--- config.mk ---
export PLATFORM = sky130hd
export DESIGN_NAME = tone_synth
export DESIGN_NICKNAME = d
export VERILOG_FILES = /design/src/rtl/tone_pkg.sv /design/src/rtl/tone_divider.sv /design/src/rtl/tone_synth.sv
export SDC_FILE = /design/constraint.sdc
export NUM_CORES = 1
export LEC_CHECK = 0
export CORE_MARGIN = 2
export CORE_UTILIZATION = 55
export CTS_BUF_LIST = sky130_fd_sc_hd__clkbuf_2 sky130_fd_sc_hd__clkbuf_4 sky130_fd_sc_hd__clkbuf_8
export DETAILED_ROUTE_END_ITERATION = 10
export PLACE_DENSITY = 0.86
export SLEW_MARGIN = 20
export SYNTH_ARGS = -nofsm -noshare
export SYNTH_HDL_FRONTEND = slang
export SYNTH_SLANG_ARGS = --single-unit
--- constraint.sdc ---
create_clock -name clk -period 4.9 [get_ports clk]
set_input_delay 0.49 -clock clk [delete_from_list [all_inputs] [get_ports clk]]
set_output_delay 0.49 -clock clk [all_outputs]
set_load 0.01 [all_outputs]
--- src/rtl/tone_pkg.sv ---
// Shared constants and types for the tone synthesiser: sample rate,
// note half-period table (in sample ticks) and the envelope FSM states.
package tone_pkg;

    localparam int SAMPLE_HZ = 48000;

    // Index 0 is the rest tone and is never used for a playing note.
    // Entry i = round(SAMPLE_HZ / (2 * 261.63 * 2^((i-1)/12))).
    localparam logic [7:0] HALF_PER [16] = '{
        8'd0,  8'd92, 8'd87, 8'd82, 8'd77, 8'd73, 8'd69, 8'd65,
        8'd61, 8'd58, 8'd55, 8'd51, 8'd49, 8'd46, 8'd43, 8'd41
    };

    typedef enum logic [1:0] {
        IDLE    = 2'd0,
        ATTACK  = 2'd1,
        SUSTAIN = 2'd2,
        RELEASE = 2'd3
    } synth_state_t;

endpackage

--- src/rtl/tone_divider.sv ---
// Square-wave phase divider: counts sample ticks and toggles polarity every
// half period. clear restarts the waveform at phase 0 with positive polarity.
module tone_divider
    import tone_pkg::*;
#(
    parameter int PHASE_W = 8
) (
    input  logic               clk,
    input  logic               resetN,
    input  logic               tick,
    input  logic               clear,
    input  logic [PHASE_W-1:0] half_per,
    output logic               polarity
);

    logic [PHASE_W-1:0] phase_cnt_q;
    logic               polarity_q;

    always_ff @(posedge clk or negedge resetN) begin
        if (!resetN) begin
            phase_cnt_q <= '0;
            polarity_q  <= 1'b1;
        end else if (clear) begin
            phase_cnt_q <= '0;
            polarity_q  <= 1'b1;
        end else if (tick) begin
            // Exact-match wrap: a shorter half period after a retrigger keeps
            // counting through the natural counter rollover, so phase never jumps.
            if (phase_cnt_q == half_per - PHASE_W'(1)) begin
                phase_cnt_q <= '0;
                polarity_q  <= ~polarity_q;
            end else begin
                phase_cnt_q <= phase_cnt_q + PHASE_W'(1);
            end
        end
    end

    assign polarity = polarity_q;

endmodule

--- src/rtl/tone_synth.sv ---
// Square-wave tone synthesiser with attack/sustain/release envelope, driven
// by a held play level and a tone index, paced by the codec sample tick.
//
//   state   | meaning
//   --------+-------------------------------------------------------------
//   IDLE    | silent, waiting for play with a non-rest tone
//   ATTACK  | amplitude ramps up by ENV_STEP per tick until AMP_MAX
//   SUSTAIN | amplitude held at AMP_MAX while play stays high
//   RELEASE | amplitude ramps down to 0; a new note retriggers ATTACK
module tone_synth
    import tone_pkg::*;
#(
    parameter int SAMPLE_W = 16,
    parameter int AMP_MAX  = 8192,
    parameter int ENV_STEP = 64,
    parameter int PHASE_W  = 8
) (
    input  logic                       clk,
    input  logic                       resetN,
    input  logic                       play,
    input  logic [3:0]                 tone,
    input  logic                       sample_tick,
    output logic signed [SAMPLE_W-1:0] audio_sample,
    output logic                       sample_valid,
    output logic                       active
);

    localparam logic [SAMPLE_W-2:0] AMP_MAX_W  = AMP_MAX[SAMPLE_W-2:0];
    localparam logic [SAMPLE_W-2:0] ENV_STEP_W = ENV_STEP[SAMPLE_W-2:0];

    synth_state_t              state_q, state_d;
    logic [SAMPLE_W-2:0]       amp_q, amp_d;
    logic [SAMPLE_W-2:0]       amp_up, amp_dn;
    logic [3:0]                tone_q, tone_d;
    logic                      tick_q;
    logic signed [SAMPLE_W-1:0] sample_q, sample_d;
    logic                      valid_q;
    logic                      active_q;
    logic                      start_note;
    logic                      div_clear;
    logic                      div_tick;
    logic                      polarity;

    tone_divider #(
        .PHASE_W (PHASE_W)
    ) u_divider (
        .clk      (clk),
        .resetN   (resetN),
        .tick     (div_tick),
        .clear    (div_clear),
        .half_per (PHASE_W'(HALF_PER[tone_q])),
        .polarity (polarity)
    );

    always_comb begin
        amp_up     = (amp_q >= AMP_MAX_W - ENV_STEP_W) ? AMP_MAX_W : amp_q + ENV_STEP_W;
        amp_dn     = (amp_q <= ENV_STEP_W) ? '0 : amp_q - ENV_STEP_W;
        start_note = play && (tone != 4'd0);
        div_clear  = (state_q == IDLE) && start_note;
        div_tick   = sample_tick && (state_q != IDLE);
    end

    // Envelope step follows the state in force when the tick arrives.
    always_comb begin
        amp_d = amp_q;
        case (state_q)
            ATTACK:  if (sample_tick) amp_d = amp_up;
            RELEASE: if (sample_tick) amp_d = amp_dn;
            default: amp_d = amp_q;
        endcase
    end

    always_comb begin
        state_d = state_q;
        tone_d  = tone_q;
        case (state_q)
            IDLE: begin
                if (start_note) begin
                    state_d = ATTACK;
                    tone_d  = tone;
                end
            end
            ATTACK: begin
                if (!play) begin
                    state_d = RELEASE;
                end else if (amp_d == AMP_MAX_W) begin
                    state_d = SUSTAIN;
                end
            end
            SUSTAIN: begin
                if (!play) state_d = RELEASE;
            end
            RELEASE: begin
                if (start_note) begin
                    state_d = ATTACK;
                    tone_d  = tone;
                end else if (amp_d == '0) begin
                    state_d = IDLE;
                end
            end
            default: state_d = IDLE;
        endcase
    end

    // The sample is formed the clock after the tick, from the already
    // updated amplitude and polarity.
    always_comb begin
        sample_d = polarity ? $signed({1'b0, amp_q}) : -$signed({1'b0, amp_q});
    end

    always_ff @(posedge clk or negedge resetN) begin
        if (!resetN) begin
            state_q  <= IDLE;
            amp_q    <= '0;
            tone_q   <= 4'd0;
            tick_q   <= 1'b0;
            sample_q <= '0;
            valid_q  <= 1'b0;
            active_q <= 1'b0;
        end else begin
            state_q  <= state_d;
            amp_q    <= amp_d;
            tone_q   <= tone_d;
            tick_q   <= sample_tick;
            valid_q  <= tick_q;
            if (tick_q) sample_q <= sample_d;
            active_q <= (state_d != IDLE);
        end
    end

    assign audio_sample = sample_q;
    assign sample_valid = valid_q;
    assign active       = active_q;

endmodule

==> out/summary.log <==
qor: status.status complete, no violations
qor: sta.slew_viol_final 0
qor: finish.share_of_cells_above_drive_strength_1 0.103
qor: die.ioPinCount 26
qor: power.power.share.clock 0.127
qor: clock_network.clock-sinks 49
qor: yosys.synth_area_leaders sky130_fd_sc_hd__dfrtp_1 (36%), sky130_fd_sc_hd__ha_1 (5.7%), sky130_fd_sc_hd__nor2_1 (5.1%)
qor: critical_path.timing.critical_path.from_type input port
qor: power.p_sw 1.02 mW
qor: sta.worst_slew_pin_slew 792 ps
qor: yosys.area_share_of_fa_ha_maj_cells_after_synthesis 0.0566
qor: grt.grt_max_degree 50
qor: finish.finish.net_count 402
qor: yosys.synth_async_sr_flop_share 1.00
qor: critical_path.cp_max_fo 19
qor: sta.setup-violations-final 0
qor: power.power.share.sequential 0.319
qor: clock_network.clk_pin_slew 90 ps
qor: finish.layout-area-overhead-vs-synth 11.1%
qor: die.design.core.area 5890 um^2
qor: clock_network.cts-hold-fix-buffers 0
qor: die.die-area 6660 um^2
qor: clock_network.cts_setup_buffers 0
qor: grt.grt_first_pass_wirelength 12400 um
qor: drt.antenna_left 0
qor: sta.final.period_utilization 0.698
qor: grt.grt_pass1_vias 2593
qor: grt.grt-ovfl-total 0
qor: clock_network.post_cts.resized_instances 0
qor: yosys.synth.cells.most_frequent sky130_fd_sc_hd__dfrtp_1 (48), sky130_fd_sc_hd__nor2_1 (45), sky130_fd_sc_hd__nand2_1 (22), sky130_fd_sc_hd__a21oi_1 (19), sky130_fd_sc_hd__clkbuf_1 (19)
qor: power.power_density 628 nW/um^2
qor: drt.post_drt_wl_per_cell 16.2 um
qor: sta.setup_skew 6.86 ps
qor: sta.min_period 3420 ps
qor: hold_path.worst_hold_path_type in -> async
qor: power.leakagePower 1.53 nW
qor: yosys.synth_most_common_cell sky130_fd_sc_hd__dfrtp_1
qor: yosys.synth.net_count 391
qor: sta.totalNegativeSetupSlack 0 ps
qor: sta.achievable-frequency 0.292 GHz
qor: critical_path.worst_setup_path_end_kind flop
qor: drt.vias_per_cell 6.25
qor: clock_network.clock-root-buffer sky130_fd_sc_hd__clkbuf_8
qor: yosys.ys.flop_type sky130_fd_sc_hd__dfrtp_1
qor: clock_network.worstSkewPairLatency 310 ps
qor: power.p_sw_frac 0.441
qor: finish.finalNonFillerCells 455
qor: yosys.dominant_combinational_cell_family_by_area_after_synthesis simple AND/OR/NAND/NOR gates
qor: critical_path.timing_worst_setup_path_type in -> reg
qor: finish.multi_input_area 1930 um^2
qor: sta.worst_slack 1480 ps
qor: power.max-vdd-ir-drop 267 uV
qor: yosys.ffs_latches_synth 49
qor: drt.detail_route.first_pass.iterations 5
qor: power.report.power.total 2.31 mW
qor: placement.gpl.final_weighted_congestion 0.989
qor: yosys.synth-compound-area-share 0.158
qor: yosys.synth-edff-count 0
qor: placement.detailedPlace.worstSlack 1210 ps
qor: sta.fin_worst_hold_slack 249 ps
qor: power.power.share.combinational 0.553
qor: drt.drt_drc_violations_left 0
qor: finish.num_antenna_cells 0
qor: die.effective_utilization_at_floorplan 0.563
qor: die.placement_rows 28
qor: placement.placed_cell_area 3570 um^2
qor: finish.n_fill_cell 478
qor: yosys.top_cell_type_s_share_of_synthesized_area 0.363
qor: finish.final_area 3680 um^2
qor: clock_network.cts_buffers 5
qor: critical_path.critPathArrivalTime 3620 ps
qor: critical_path.worstPathRequired 5090 ps
qor: power.p_int 1.29 mW
qor: yosys.yosys-mux-area-fraction 0.0566
qor: flow_run.cap_viol_max_count 0
qor: placement.port_buffers 25
qor: drt.detail_route.wirelength 7380 um
qor: sta.number_of_hold_slack_violations_in_the_final_timing_report 0
qor: yosys.syn_std_cell_area 3310 um^2
qor: grt.antenna_found_initial 0
qor: yosys.yosys.area_share.xor_xnor 0.0740
qor: clock_network.tritoncts built
qor: yosys.post_synth.cell_area_avg 9.00 um^2
qor: die.fp.dieW 81.6 um
qor: sta.grt_setup_unrepaired no
qor: die.die_y 81.6 um
qor: grt.groute.usage.overall 0.237
qor: yosys.synth-warning-count 0
qor: finish.utilization 0.625
qor: yosys.ys_seq_area_frac 0.370
qor: clock_network.ctsLongestPathBuffers 2
qor: yosys.post_synthesis_cell_type_with_the_largest_combined_area sky130_fd_sc_hd__dfrtp_1
qor: placement.placed_cells 447
qor: yosys.post_synth_and_or_nand_nor_area_fraction 0.238
qor: placement.dp_hpwl 5450 um
qor: sta.slew_headroom 0.472
qor: finish.seq_area 1230 um^2
qor: yosys.netlist_instances 368
qor: drt.drt_first_iter_violations 409
qor: yosys.netlist-cell-type-count 64
qor: drt.dr_total_vias 2843
qor: clock_network.cts-htree-levels 2
==> power groups by stage <==
stage	logic (mW)	registers (mW)	clock network [mW]
finish	1.28	0.738	0.294
global route	1.42	0.763	0.312
CTS	1.27	0.733	0.296
detailed placement	1.27	0.741	0
global placement	1.22	0.738	0
floorplan	1.05	0.629	0
==> per-layer routing <==
layer  routed length, um  global-route usage
met3                 608              0.0484
met1                3260               0.338
met2                3410               0.367
met5                   0                   0
met4                  93              0.0650
==> final cells by class <==
cell class / instances / share of cell area
multi-input combinational: 281 / 0.526
sequential: 49 / 0.334
timing repair buffer: 26 / 0.0687
tap: 75 / 0.0255
clock buffer: 6 / 0.0207
inverter: 16 / 0.0163
clock inverter: 2 / 0.00952
==> sequential cells by signal, summed over array words and instances (netlist names) <==
name,flops
tone_q,4
state_q,2
audio_sample,16
active,1
u_divider.phase_cnt_q,8
u_divider.polarity,1
amp_q,15
sample_valid,1
tick_q,1
==> cells by family (layout without fill, tap and decap cells) <==
group                      Yosys count  count (layout)
AOI/OAI and AO/OA                   77              77
muxes                               15              15
adders and majority gates           15              15
and+or+nand+nor                    146             146
DFF                                 49              49
buffers and inverters               38              50
xor gates and xnor gates            28              28
==> layout by cell type (no fill, tap or decap), drive strengths merged, types with 2 or more instances in the layout <==
cell           instances
a211oi                 2
xnor2                 15
nor3                   7
nand2b                 5
mux2                  10
nand3                 14
clkdlybuf4s50         24
nor4b                  2
o21ai                 10
a41oi                  2
a21boi                 3
a221o                  2
and2                   8
dfrtp                 48
clkbuf                 6
nor3b                  4
mux4                   2
a21oi                 19
xor2                  13
nor2                  45
a31oi                  9
or4                    4
nor2b                  4
a22o                   2
a21o                   3
or2                    6
nand2                 22
and3                   3
or3                    2
o211ai                 8
a32oi                  3
nand4                  9
nor4                   6
buf                    2
mux2i                  3
o21bai                 2
inv                   16
or3b                   2
ha                    15
==> worst max-delay path: stages <==
cell and delay [ps]:
sky130_fd_sc_hd__clkdlybuf4s50_1 840, sky130_fd_sc_hd__nor4b_2 500, sky130_fd_sc_hd__nand3_1 240, sky130_fd_sc_hd__nand3_1 290, sky130_fd_sc_hd__nand3_1 190, sky130_fd_sc_hd__a221o_1 430
sky130_fd_sc_hd__nor4_4 310, sky130_fd_sc_hd__nor3b_2 240, sky130_fd_sc_hd__o21bai_1 80
==> worst paths after layout <==
kind	start	to	slack, ps	cells past startpoint
max	sample_tick	active	1480	9
min reg2reg	audio_sample[10]	audio_sample[10]	510	1
max in group asynchronous	resetN	u_divider.phase_cnt_q[1]	4200	2
max reg2reg	amp_q[0]	active	1540	10
min in group clk	audio_sample[10]	audio_sample[10]	510	1
min	resetN	tone_q[2]	250	2
(Power assumes the default switching activity.)
